$ cat src/rtl/mem_pkg.sv
// rtl/mem_pkg.sv - shared access-type codes, FSM states and helpers for the load/store unit
//
// Purpose: constants and helpers imported by lsu_ctrl and lsu_align.
// Ports: none (package).
package mem_pkg;

  localparam int ADDR_W_DEFAULT = 14;

  // Pipeline access-type encoding: bit 2 selects zero-extension for loads.
  localparam logic [2:0] RW_B  = 3'b000;
  localparam logic [2:0] RW_H  = 3'b001;
  localparam logic [2:0] RW_W  = 3'b010;
  localparam logic [2:0] RW_BU = 3'b100;
  localparam logic [2:0] RW_HU = 3'b101;

  typedef logic [1:0] lsu_state_t;
  localparam lsu_state_t ST_IDLE = 2'd0;
  localparam lsu_state_t ST_RD   = 2'd1;
  localparam lsu_state_t ST_WR   = 2'd2;
  localparam lsu_state_t ST_DONE = 2'd3;

  // Unknown type codes are rejected the same way as misaligned addresses.
  function automatic logic is_misaligned(input logic [2:0] rw_type, input logic [1:0] addr_lo);
    logic bad;
    case (rw_type)
      RW_B, RW_BU: bad = 1'b0;
      RW_H, RW_HU: bad = addr_lo[0];
      RW_W:        bad = (addr_lo != 2'b00);
      default:     bad = 1'b1;
    endcase
    return bad;
  endfunction

endpackage

$ cat src/rtl/lsu_align.sv
// rtl/lsu_align.sv - byte/half lane extract+extend for loads and lane merge for stores
//
// Purpose: purely combinational data alignment driven by the latched address low bits and type.
// Ports:
//   i_addr_lo    byte offset within the word
//   i_type       access type code
//   i_word       word read from RAM
//   i_wdata      right-aligned store data
//   o_load_data  extended load result
//   o_merge_data RAM word with the store lane replaced
module lsu_align
  import mem_pkg::*;
(
  input  logic [1:0]  i_addr_lo,
  input  logic [2:0]  i_type,
  input  logic [31:0] i_word,
  input  logic [31:0] i_wdata,
  output logic [31:0] o_load_data,
  output logic [31:0] o_merge_data
);

  logic [7:0]  w_byte;
  logic [15:0] w_half;

  always_comb begin
    case (i_addr_lo)
      2'd0:    w_byte = i_word[7:0];
      2'd1:    w_byte = i_word[15:8];
      2'd2:    w_byte = i_word[23:16];
      default: w_byte = i_word[31:24];
    endcase
    w_half = i_addr_lo[1] ? i_word[31:16] : i_word[15:0];

    case (i_type)
      RW_B:    o_load_data = {{24{w_byte[7]}}, w_byte};
      RW_BU:   o_load_data = {24'd0, w_byte};
      RW_H:    o_load_data = {{16{w_half[15]}}, w_half};
      RW_HU:   o_load_data = {16'd0, w_half};
      default: o_load_data = i_word;
    endcase

    o_merge_data = i_word;
    case (i_type)
      RW_B, RW_BU: begin
        case (i_addr_lo)
          2'd0:    o_merge_data[7:0]   = i_wdata[7:0];
          2'd1:    o_merge_data[15:8]  = i_wdata[7:0];
          2'd2:    o_merge_data[23:16] = i_wdata[7:0];
          default: o_merge_data[31:24] = i_wdata[7:0];
        endcase
      end
      RW_H, RW_HU: begin
        if (i_addr_lo[1]) o_merge_data[31:16] = i_wdata[15:0];
        else              o_merge_data[15:0]  = i_wdata[15:0];
      end
      default: o_merge_data = i_wdata;
    endcase
  end

endmodule

$ cat src/rtl/lsu_ctrl.sv
// rtl/lsu_ctrl.sv - load/store initiator between the pipeline memory stage and a word-wide RAM
//
// Purpose: one access at a time; sub-word stores via read-modify-write; misaligned/invalid
// accesses are answered without any RAM cycle.
// Ports:
//   i_clk, i_rst                clock, asynchronous active-high reset
//   i_req_*/o_req_ready         pipeline request handshake and payload
//   o_resp_*                    completion pulse, load data, misalign flag
//   o_ram_addr/we/din, i_ram_dout  single-port RAM, read data one cycle after address
module lsu_ctrl
  import mem_pkg::*;
#(
  parameter int ADDR_W = ADDR_W_DEFAULT
) (
  input  logic              i_clk,
  input  logic              i_rst,
  input  logic              i_req_valid,
  output logic              o_req_ready,
  input  logic              i_req_we,
  input  logic [2:0]        i_req_type,
  input  logic [31:0]       i_req_addr,
  input  logic [31:0]       i_req_wdata,
  output logic              o_resp_valid,
  output logic [31:0]       o_resp_rdata,
  output logic              o_resp_misalign,
  output logic [ADDR_W-1:0] o_ram_addr,
  output logic              o_ram_we,
  output logic [31:0]       o_ram_din,
  input  logic [31:0]       i_ram_dout
);

  lsu_state_t        r_state;
  logic              r_we;
  logic [2:0]        r_type;
  logic [ADDR_W+1:0] r_addr;
  logic [31:0]       r_wdata;
  logic [31:0]       r_rdata;
  logic              r_misalign;
  logic [31:0]       r_ram_din;

  logic              w_accept;
  logic              w_err;
  logic [31:0]       w_load_data;
  logic [31:0]       w_merge_data;
  logic              w_unused_addr_hi;

  assign w_accept = i_req_valid && (r_state == ST_IDLE);
  assign w_err    = is_misaligned(i_req_type, i_req_addr[1:0]);

  // Byte-address bits above the RAM window are intentionally ignored.
  assign w_unused_addr_hi = ^i_req_addr[31:ADDR_W+2];

  lsu_align u_align (
    .i_addr_lo   (r_addr[1:0]),
    .i_type      (r_type),
    .i_word      (i_ram_dout),
    .i_wdata     (r_wdata),
    .o_load_data (w_load_data),
    .o_merge_data(w_merge_data)
  );

  always_ff @(posedge i_clk or posedge i_rst) begin
    if (i_rst) begin
      r_state    <= ST_IDLE;
      r_we       <= 1'b0;
      r_type     <= RW_B;
      r_addr     <= '0;
      r_wdata    <= 32'd0;
      r_rdata    <= 32'd0;
      r_misalign <= 1'b0;
      r_ram_din  <= 32'd0;
    end else begin
      case (r_state)
        ST_IDLE: begin
          if (w_accept) begin
            r_we    <= i_req_we;
            r_type  <= i_req_type;
            r_addr  <= i_req_addr[ADDR_W+1:0];
            r_wdata <= i_req_wdata;
            if (w_err) begin
              // Response fields update only on entry to DONE so they hold between responses.
              r_rdata    <= 32'd0;
              r_misalign <= 1'b1;
              r_state    <= ST_DONE;
            end else if (i_req_we && (i_req_type == RW_W)) begin
              r_ram_din <= i_req_wdata;
              r_state   <= ST_WR;
            end else begin
              r_state <= ST_RD;
            end
          end
        end
        ST_RD: begin
          if (r_we) begin
            r_ram_din <= w_merge_data;
            r_state   <= ST_WR;
          end else begin
            r_rdata    <= w_load_data;
            r_misalign <= 1'b0;
            r_state    <= ST_DONE;
          end
        end
        ST_WR: begin
          r_rdata    <= 32'd0;
          r_misalign <= 1'b0;
          r_state    <= ST_DONE;
        end
        default: r_state <= ST_IDLE;
      endcase
    end
  end

  // Decoded from the state register so reset removes the write strobe without waiting for a clock.
  assign o_req_ready     = (r_state == ST_IDLE);
  assign o_resp_valid    = (r_state == ST_DONE);
  assign o_ram_we        = (r_state == ST_WR);
  assign o_ram_addr      = (r_state == ST_IDLE) ? i_req_addr[ADDR_W+1:2] : r_addr[ADDR_W+1:2];
  assign o_ram_din       = r_ram_din;
  assign o_resp_rdata    = r_rdata;
  assign o_resp_misalign = r_misalign;

endmodule

$ cat config.mk
export PLATFORM = sky130hd
export DESIGN_NAME = lsu_ctrl
export DESIGN_NICKNAME = d
export VERILOG_FILES = /design/src/rtl/mem_pkg.sv /design/src/rtl/lsu_align.sv /design/src/rtl/lsu_ctrl.sv
export SDC_FILE = /design/constraint.sdc
export NUM_CORES = 1
export LEC_CHECK = 0
export BUFFER_PORTS_ARGS = -buffer_cell sky130_fd_sc_hd__buf_2
export CORE_AREA = 2 2 117 119
export CTS_BUF_LIST = sky130_fd_sc_hd__clkbuf_4 sky130_fd_sc_hd__clkbuf_8
export DETAILED_ROUTE_END_ITERATION = 7
export DIE_AREA = 0 0 119 121
export GPL_TIMING_DRIVEN = 1
export PLACE_DENSITY = 0.81
export SLEW_MARGIN = 25
export SYNTH_ARGS = -nofsm -noshare
export SYNTH_HDL_FRONTEND = slang
export SYNTH_HIERARCHICAL = 1
export SYNTH_SLANG_ARGS = --single-unit
$ cat constraint.sdc
create_clock -name i_clk -period 4.13 [get_ports i_clk]
set_input_delay 0.6195 -clock i_clk [delete_from_list [all_inputs] [get_ports i_clk]]
set_output_delay 0.6195 -clock i_clk [all_outputs]
set_load 0.005 [all_outputs]
Word level (Yosys, flattened, before mapping)
Index checks and enable logic that the tools add are counted.
{"block": "word_totals", "ramBits": 0, "register_bits": 119, "mem_count": 0, "romBits": 0, "word_cells": 73, "input_bits": 103, "latch_bits": 0, "out_inout_bits": 82}
{"block": "classes", "mul": 0, "n_reduce_logical": 17, "n_eq_ne": 18, "mux": 30, "shift": 0, "add_sub_neg": 0, "order_cmp": 0, "div": 0, "bitwise": 0}
{"op": "32-bit two-way mux", "count": 7}
{"op": "32-bit case mux with 2 select lines", "count": 2}
{"op": "32-bit case mux with 4 select lines", "count": 1}
{"op": "32-bit case mux with 3 select lines", "count": 1}
{"op": "16-bit two-way mux", "count": 3}
{"op": "8-bit two-way mux", "count": 4}
{"op": "8-bit case mux with 3 select lines", "count": 1}
{"op": "14-bit two-way mux", "count": 1}
{"op": "3-bit equality test, second input constant", "count": 4}
{"op": "2-bit OR reduction", "count": 4}
{"op": "2-bit equality test, second input constant", "count": 3}
{"op": "3-bit by 1-bit equality test with 1-bit output, second input constant", "count": 2}
{"op": "3-bit logical NOT", "count": 2}
{"op": "2-bit two-way mux", "count": 3}
{"op": "2-bit by 1-bit != test with 1-bit output, second input constant", "count": 3}
{"op": "2-bit != test, second input constant", "count": 3}
{"op": "1-bit case mux with 3 select lines", "count": 2}
{"op": "2-bit case mux with 3 select lines", "count": 1}
{"op": "5-bit AND reduction", "count": 1}
{"op": "2-bit by 1-bit equality test with 1-bit output, second input constant", "count": 2}
{"op": "2-bit logical NOT", "count": 2}
{"op": "1-bit two-way mux", "count": 4}
{"op": "4-bit AND reduction", "count": 1}
{"op": "2-bit nonzero test", "count": 2}
{"op": "other kinds (5)", "count": 6}

Depth between registers and ports, before layout
Gate-level depths: netlist of run 1.
{"block": "logic_depth", "word_depth": 6, "ltp_mapped": 8, "ltp_nobuf": 6}

Modules after synthesis
Netlist of run 1, hierarchy kept.
{"mod": "lsu_ctrl", "instances": 1, "cells_each": 462, "area_each_um2": 5306.3, "seq_area_each_um2": 2977.9}
{"mod": "lsu_align", "instances": 1, "cells_each": 244, "area_each_um2": 1730.4, "seq_area_each_um2": 0.0}

Least setup slack after synthesis of run 1
No wires, ideal clock.
{"block": "synth_timing", "path_kind": "flip-flop to output port", "start": "reg r_state[0]", "end": "out o_ram_addr[0]", "arrival_time_ns": 1.610, "n_path_buf": 3, "slack_ns": 1.901, "required_ns": 3.510, "path_stages_with_launch": 7, "cell_sequence": "dfrtp_1 inv_1 ha_1 clkbuf_1 buf_2 buf_2 mux2_2"}
{"block": "synth_via", "elab_chain_cells": 2}
{"element": "start, declared", "line_no": "lsu_ctrl.sv:32", "text": "lsu_state_t r_state;"}
{"element": "start signal, assigned", "line_no": "lsu_ctrl.sv:64", "text": "r_state <= ST_IDLE;"}
{"element": "start signal, assigned", "line_no": "lsu_ctrl.sv:84", "text": "r_state <= ST_DONE;"}
{"element": "start signal, assigned", "line_no": "lsu_ctrl.sv:87", "text": "r_state <= ST_WR;"}
{"element": "2-bit logical NOT"}
{"element": "via o_req_ready", "line_no": "lsu_ctrl.sv:18", "text": "output logic o_req_ready,"}
{"element": "14-bit two-way mux", "line_no": "lsu_ctrl.sv:117", "text": "assign o_ram_addr = (r_state == ST_IDLE) ? i_req_addr[ADDR_W+1:2] : r_addr[ADDR_W+1:2];"}
{"element": "end, declared", "line_no": "lsu_ctrl.sv:26", "text": "output logic [ADDR_W-1:0] o_ram_addr,"}
The timed path passes the listed nets, and every way through them passes these cells.

Worst setup path in the final report of run 1
{"block": "layout_timing", "start": "reg r_state[0]", "end": "out o_ram_addr[10]"}
{"block": "layout_via", "elab_chain_cells": 2}
{"element": "2-bit logical NOT", "line_no": "lsu_ctrl.sv:117"}
{"element": "14-bit two-way mux", "line_no": "lsu_ctrl.sv:117"}
No other way between the ends.

==> out/results.ini, run 1 <==
[global_route]
grt_pass1_wl_um=31900
grt_max_degree=76
grt_usage_pct=28.8
grt_pass1_vias=5920
grt_antenna_before_repair=0
grt_overflow=0

[final_layout]
fin_nets=945
diodes=0
stdcell_count=1026
syn2layout_area_growth_pct=18.3
final_area_um2=8320
nFillCells=1097
drive_above_1_share_pct=38.7

[logic_synthesis]
synthTopCellsByCount=dfrtp_1, o21ai_0, mux2_2
avgSynthCellArea_um2=9.97
syn_inst=706
yosysWarnings=6
async_reset_ff_share_pct=100
synth.distinct_cells=47
synth_edf_count=0
synth_top_area_share_pct=42.3
synthesis.area_um2=7040
synth_area_leader_cell=dfrtp_1
synth_area_leaders=dfrtp_1, mux2_2, o221a_2, o21ai_0, a22o_1
synth_nets=813
yosysMostFrequentCell=dfrtp_1
ys_seq_area_share_pct=42.3
ys_seq_elements=119
synth_ff_type=dfrtp_1

[timing]
finalSetupTns_ns=0
fin_crit_sh_pct=64.6
tightest_slew_ns=0.908
finalCriticalPeriod_ns=2.67
maxSlewViolCount=0
setup-violations-final=0
final_hold_viol_count=0
finClkSkew_ns=0.00840
fin_ws_ns=1.46
worst_slew_margin_rel_pct=39.5
max_freq_ghz=0.375
grt_setup_unrepaired=no

[routing]
drtAntennaViolNets=0
drt_wl_total_um=20500
drtIter0Drc=580
vias=6327
dr.pass1.iters=5
drt-wirelength-per-cell_um=20.0
drc=0
vias_per_cell=6.17

[die]
core_um2=13100
die_w_um=119
ioPinCount=185
die-area_um2=14400
start_util_pct=53.8
die_h_um=121
placement_rows=42

[worst_setup_path]
path_class=register to output port
worst_setup_path_end_kind=output port
crit_arrival_ns=2.05
crit_path_start_kind=register
required_ns=3.51
cp_max_fo=24

[cts]
tritoncts=done
clock-root-buffer=clkbuf_8
max-clock-path-buffers=2
clock_sinks=119
cts_setup_buffers=0
cts-buffers-inserted=17
htreeDepth=4
clkTransAtPathRegs_ns=0.07
ctsHoldBuffers=0
cts-resized-gates=0
clk_latency_ns=0.46

[status]
outcome=finished, final reports clean

[pwr]
p_switching_uw=2930
leakage_uw=0.00386
share_comb_of_total_power_pct=54.1
seqPwrFrac_pct=30.1
clkPwrFrac_pct=15.9
internal-power_uw=4170
p_per_area_nw_per_um2=853
peakVddDrop_v=0.000478
swShare_pct=41.3

[placed_design]
numPortBuffers=168
pre_cts_slack_ns=1.34
gp_congestion=0.945
hpwl_um=14100
placed_area_um2=7900
dp_cells=995

[min_path]
hp-class=input port to asynchronous set/reset pin

[flow_run]
max_cap_viol_count=0

==> worst paths after layout <==
| path | start | to | slack [ns] | depth (start not counted) |
|---|---|---|---|---|
| max in group asynchronous | i_rst | o_ram_din[5] | 3.07 | 3 |
| hold reg to reg | r_wdata[16] | r_wdata[16] | 0.48 | 2 |
| hold / removal | i_rst | o_resp_rdata[10] | 0.28 | 2 |
| min in group i_clk | i_req_addr[13] | r_addr[13] | 0.40 | 2 |
| setup reg to reg | r_state[0] | o_resp_rdata[25] | 1.64 | 5 |
| setup / recovery | r_state[0] | o_ram_addr[10] | 1.46 | 4 |
==> placed cells by master (no fill, tap or decap), drive strengths merged, types with 9 or more instances in the layout <==
cell,Yosys,final
nand2b,39,39
dfrtp,119,119
clkbuf,37,22
o221a,40,40
nand3b,10,10
nand3,17,17
o211ai,9,9
o21ai,62,62
nor2,49,49
mux2,52,52
nand2,46,46
a22o,34,34
buf,31,181
a221o,16,16
a31oi,32,32
inv,30,30
a21oi,14,14
==> stage by stage <==
| stage | hold slack (ns) | power (µW) | utilization, % |
|---|---|---|---|
| final | 0.276 | 7100 | 63.6 |
| after global routing | 0.331 | 7560 | 63.6 |
| after CTS | 0.287 | 7060 | 63.5 |
| after detailed placement | 0.475 | 5900 | 60.3 |
| after global placement | 0.466 | 5800 | 60.3 |
| after floorplan | 0.451 | 4860 | - |
==> power groups by stage <==
stage / clock network (µW) / logic (µW) / registers, µW
3_3_place_gp: 0 / 3680 / 2120
3_5_place_dp: 0 / 3770 / 2130
5_1_grt: 1190 / 4170 / 2200
6_report: 1130 / 3840 / 2130
2_1_floorplan: 0 / 2840 / 2020
4_1_cts: 1140 / 3800 / 2120
==> registers in the layout, indices dropped and copies added, names as in the netlist <==
register,flops
r_wdata,32
r_we,1
o_ram_din,32
r_state,2
r_addr,16
o_resp_misalign,1
r_type,3
o_resp_rdata,32
==> critical path, stage by stage, from the launching register on <==
cell and delay [ns]:
dfrtp_1 0.40, inv_1 0.11, ha_2 0.54, mux2_2 0.40, buf_2 0.12
==> area by class of cell <==
cell class	instances	area, µm²	area share [%]
clock buffers	22	297	3.56
clock inverters	9	123	1.47
inverters	31	119	1.43
multi-input cells	488	3640	43.7
flip-flops and latches	119	2980	35.8
well taps	176	220	2.65
repair buffers	181	951	11.4
==> per-layer routing <==
| metal | up-vias | global-route usage, % | share of wire [%] |
|---|---|---|---|
| met3 | 49 | 8.83 | 9.0 |
| met5 | - | 0 | 0 |
| met4 | 0 | 14.4 | 3.6 |
| met1 | 3063 | 36.2 | 40 |
| li1 | 2889 | - | - |
| met2 | 326 | 45.2 | 47 |
==> cell families after synthesis <==
| family | share of synthesized area (%) |
|---|---|
| AO/OA/AOI/OAI | 26.9 |
| adder cells (fa/ha/maj) | 0.711 |
| buffers and inverters | 6.28 |
| flip-flops | 42.3 |
| multiplexers | 10.9 |
| AND/OR/NAND/NOR | 12.8 |
(Power assumes the default switching activity.)
==> run 2: changes to the inputs <==
Settings changed: ABC_AREA from default to 1, CORE_AREA 2 2 117 119 to 2 2 118 120, DIE_AREA 0 0 119 121 to 0 0 120 122, PLACE_DENSITY 0.81 to 0.83.
Clock period 4.13 ns to 2.6 ns, I/O delays scaled along.
==> run 2 against run 1 <==
  * Synthesized area grew 4.8%
  * Flip-flop and latch count unchanged
  * Cell count is 34% higher
  * Clock skew is 0.00061 ns higher
  * Global-route usage rose by 1.2 points
  * Clock power rose by 58%
  * Non-clock buffer count up 3
  * Utilization increased by 0.27 points
  * Critical path type unchanged
  * Synthesized cell count increased by 48%
  * Wire length is 5.6% higher
==> out/results.ini, run 2 <==
[cts]
tritoncts=done
clock_sinks=119
clkTransAtPathRegs_ns=0.08
cts_setup_buffers=0
cts-buffers-inserted=17
cts-resized-gates=0
clock-root-buffer=clkbuf_8
max-clock-path-buffers=2
ctsHoldBuffers=0
clk_latency_ns=0.47
htreeDepth=4

[worst_setup_path]
crit_end=o_ram_addr[3]
r2r_start=r_addr[1]
crit_path_start_kind=register
path_class=register to output port
required_ns=2.21
worst_r2r_endpoint=o_ram_din[19]
startpoint=r_state[1]
worst_setup_path_end_kind=output port
reg2reg_setup_slack_ns=0.39
cp_max_fo=20
crit_arrival_ns=1.96
r2r_cells=8

[global_route]
grt_pass1_wl_um=34500
grt_overflow=0
grt_usage_pct=30.0
grt_pass1_vias=6749
grt_antenna_before_repair=1
grt_max_degree=120

[routing]
drt_wl_total_um=21600
drc=0
drt-wirelength-per-cell_um=15.8
dr.pass1.iters=5
drtAntennaViolNets=0
drtIter0Drc=635
vias_per_cell=5.44
vias=7470

[timing]
fin_crit_sh_pct=90.4
finalCriticalPeriod_ns=2.35
worst_slew_margin_rel_pct=54.8
max_freq_ghz=0.426
final_hold_viol_count=0
tightest_slew_ns=0.677
finClkSkew_ns=0.00901
finalSetupTns_ns=0
grt_setup_unrepaired=no
maxSlewViolCount=0
setup-violations-final=0

[die]
ioPinCount=185
die-area_um2=14600
core_um2=13500
start_util_pct=54.6
die_h_um=122
die_w_um=120
placement_rows=43

[logic_synthesis]
synth.distinct_cells=29
ys_seq_area_share_pct=40.4
synth_top_area_share_pct=40.4
synth_nets=1152
synth_edf_count=0
yosysWarnings=6
synth_area_leader_cell=dfrtp_1
synth_ff_type=dfrtp_1
async_reset_ff_share_pct=100
synthTopCellsByCount=nand2_1, o21ai_0, dfrtp_1
synth_area_leaders=dfrtp_1, nand2_1, o21ai_0, nand3_1, inv_1
avgSynthCellArea_um2=7.06
syn_inst=1045
synthesis.area_um2=7370
yosysMostFrequentCell=nand2_1
ys_seq_elements=119

[placed_design]
numPortBuffers=168
dp_cells=1341
placed_area_um2=8210
gp_congestion=0.969
hpwl_um=15600

[final_layout]
final_common_cell=nand2_1
final_cell_mix=nand2_1, buf_2, o21ai_0, dfrtp_1, nand3_1
stdcell_count=1373
fin_util_pct=63.9
diodes=0
final_area_um2=8630
syn2layout_area_growth_pct=17.0
fin_nets=1287
drive_above_1_share_pct=22.0

[pwr]
p_per_area_nw_per_um2=1290
peakVddDrop_v=0.000830
seqPwrFrac_pct=29.3
share_comb_of_total_power_pct=54.7
p_switching_uw=5370
leakage_uw=0.00481
swShare_pct=48.2
clkPwrFrac_pct=15.9
internal-power_uw=5770

[min_path]
hp-class=input port to asynchronous set/reset pin

[status]
outcome=finished, final reports clean

[flow_run]
max_cap_viol_count=0

[run 2: cell families after synthesis]
logic type	count (synthesis)	share of synthesized area, %
buffers and inverters	173	10.4
AO/OA/AOI/OAI	205	14.8
AND/OR/NAND/NOR	539	32.9
adder cells (fa/ha/maj)	4	0.679
flip-flops	119	40.4
multiplexers	5	0.764
[run 2: power groups by stage]
stage          registers (µW)  logic (µW)  clock network [µW]
2_1_floorplan            3200        4430                   0
3_3_place_gp             3260        5900                   0
3_5_place_dp             3280        6020                   0
4_1_cts                  3270        6050                1800
5_1_grt                  3370        6860                1900
6_report                 3270        6100                1780
[run 2: worst min path at each step]
stage / from / endpoint / cells past startpoint
6_report: i_rst / o_ram_din[10] / 3
5_1_grt: i_rst / o_ram_din[11] / 3
4_1_cts: i_rst / r_wdata[10] / 3
3_5_place_dp: o_resp_rdata[22] / o_resp_rdata[22] / 2
3_3_place_gp: o_resp_rdata[14] / o_resp_rdata[14] / 2
2_1_floorplan: r_addr[15] / r_addr[15] / 2
[run 2: layer usage]
layer / GRT usage [%] / vias up / share of wire [%]
li1: - / 3678 / -
met1: 41.2 / 3449 / 44
met2: 46.5 / 294 / 46
met5: 0 / - / 0.060
met3: 6.13 / 47 / 7.1
met4: 12.4 / 2 / 2.7
[run 2: area by class of cell]
cell class                      count  area, µm²
Fill cell                        1223       4880
Sequential cell                   119       2980
Clock buffer                       18        241
Timing Repair Buffer              184        973
Clock inverter                     14        175
Multi-Input combinational cell    753       3630
Inverter                          105        403
Tap cell                          180        225
[run 2: worst max-delay path, stage by stage (launching register included)]
cell	delay, ns
dfrtp_1	0.41
inv_1	0.10
ha_1	0.24
buf_4	0.24
inv_4	0.13
o21ai_0	0.22
buf_2	0.15
[run 2: through the flow]
| stage | setup WS [ns] | total power (µW) | hold slack (ns) |
|---|---|---|---|
| 2_1_floorplan | 0.755 | 7630 | 0.453 |
| 3_3_place_gp | 0.472 | 9160 | 0.450 |
| 3_5_place_dp | 0.443 | 9300 | 0.453 |
| 4_1_cts | 0.241 | 11100 | 0.121 |
| 5_1_grt | 0.120 | 12100 | 0.150 |
| 6_report | 0.250 | 11100 | 0.0304 |
==> run 3: changes to the inputs <==
Settings changed: REMOVE_ABC_BUFFERS from default to 1.
==> run 3 against run 2 <==
  * Die area is the same
  * Maximum frequency decreased by 0.51%
  * Critical path type unchanged
  * Critical path depth did not move
  * Utilization increased by 0.72 points
==> out/results.ini, run 3 (same netlist as run 2, synthesis figures left out) <==
[cts]
htreeDepth=4
max-clock-path-buffers=2
cts-buffers-inserted=17
clock-root-buffer=clkbuf_8
tritoncts=done
cts-resized-gates=0
ctsHoldBuffers=0
cts_setup_buffers=0
clkTransAtPathRegs_ns=0.07
clock_sinks=119
clk_latency_ns=0.44

[routing]
vias=7623
dr.pass1.iters=5
drtAntennaViolNets=0
drt_wl_total_um=21900
vias_per_cell=5.53
drc=0
drtIter0Drc=821
drt-wirelength-per-cell_um=15.9

[worst_setup_path]
path_class=register to output port
crit_path_start_kind=register
cp_max_fo=20
cp_num_buf_inv=4
required_ns=2.21
cp_slowest_stage_delay_ns=0.42
cp_cell_sequence=inv_1 > ha_1 > buf_4 > inv_4 > o21ai_0 > buf_2
cp_top_family=buffers and inverters
crit_slowest_cell=dfrtp_1
crit_arrival_ns=1.97
worst_setup_path_end_kind=output port

[timing]
maxSlewViolCount=0
finClkSkew_ns=0.00867
finalCriticalPeriod_ns=2.36
tightest_slew_ns=0.688
max_freq_ghz=0.423
final_hold_viol_count=0
fin_ws_ns=0.238
worst_slew_margin_rel_pct=54.0
fin_crit_sh_pct=90.8
setup-violations-final=0
grt_setup_unrepaired=no

[pwr]
p_per_area_nw_per_um2=1320
p_switching_uw=5460
seqPwrFrac_pct=28.6
peakVddDrop_v=0.000672
leakage_uw=0.00488
swShare_pct=47.3
share_comb_of_total_power_pct=54.3
clkPwrFrac_pct=17.0
internal-power_uw=6090
finalPower_uw=11500

[global_route]
top_usage_layer=met2
grt_pass1_vias=7218
met3_usage_pct=8.05
met1_usage_pct=40.0
grt_usage_pct=30.8
grt_max_degree=57
grt_antenna_before_repair=1
met2_usage_pct=49.3
grt_overflow=0
grt_pass1_wl_um=35500

[final_layout]
nFillCells=1225
stdcell_count=1379
final_cell_mix=nand2_1, buf_2, o21ai_0, dfrtp_1, nand3_1
multi_input_area_um2=3630
fin_nets=1293
syn2layout_area_growth_pct=18.3
drive_above_1_share_pct=22.4
final_common_cell=nand2_1
fin_util_pct=64.6
diodes=0
regArea_um2=2980

[die]
die_h_um=122
core_um2=13500
die_w_um=120
die-area_um2=14600
ioPinCount=185
start_util_pct=54.6
placement_rows=43

[status]
outcome=finished, final reports clean

[placed_design]
pre_cts_slack_ns=0.448
hpwl_um=14800
numPortBuffers=168
dp_cells=1347
gp_congestion=0.931

[flow_run]
max_cap_viol_count=0

[min_path]
hp-class=input port to asynchronous set/reset pin

[run 3: changes by cell type in the layout (fill, tap and decap cells not counted), sizes merged]
cell	change
inv	-2
buf	+6
clkbuf	+5
bufinv	+2
clkinvlp	-3
clkinv	-2
[run 3: worst paths after layout]
check,start,end,slack [ns],cells after the start
max in group asynchronous,i_rst,o_ram_din[6],1.96,3
worst min-delay path,i_rst,r_wdata[11],0.01,2
worst max register to register,r_addr[1],o_ram_din[12],0.38,10
worst min register to register,o_resp_rdata[24],o_resp_rdata[24],0.47,2
worst max-delay path,r_state[0],o_ram_addr[5],0.24,6
min in group i_clk,i_req_we,r_we,0.20,2
[run 3: metal layers]
| layer | vias to the layer above | share of wire [%] | wire, µm |
|---|---|---|---|
| met4 | 0 | 2.8 | 605 |
| met1 | 3498 | 42 | 9180 |
| met5 | - | 0 | 0 |
| met2 | 382 | 46 | 10100 |
| met3 | 54 | 9.0 | 1960 |
| li1 | 3689 | - | - |
[run 3: cell type report]
cell class	count	share of cell area (%)
inverter	105	4.60
multi-input combinational	753	41.6
timing repair buffer	190	11.8
tap	180	2.58
sequential	119	34.1
clock inverter	9	1.98
clock buffer	23	3.27
[run 3: power by group through the flow]
stage / Sequential, µW / Clock (µW) / Combinational [µW]
after floorplan: 3330 / 0 / 3820
after global placement: 3280 / 0 / 6020
after detailed placement: 3300 / 0 / 6160
after CTS: 3290 / 1990 / 6190
after global routing: 3400 / 2080 / 7010
final: 3310 / 1970 / 6270
[run 3: metrics by stage]
step           setup TNS [ns]  instance area, µm²  hold slack (ns)
6_report                    0                8720           0.0129
5_1_grt                     0                8720           0.0555
4_1_cts                     0                8720           0.0244
3_5_place_dp                0                8270            0.453
3_3_place_gp                0                8270            0.450
2_1_floorplan         -112.75                7000            0.453
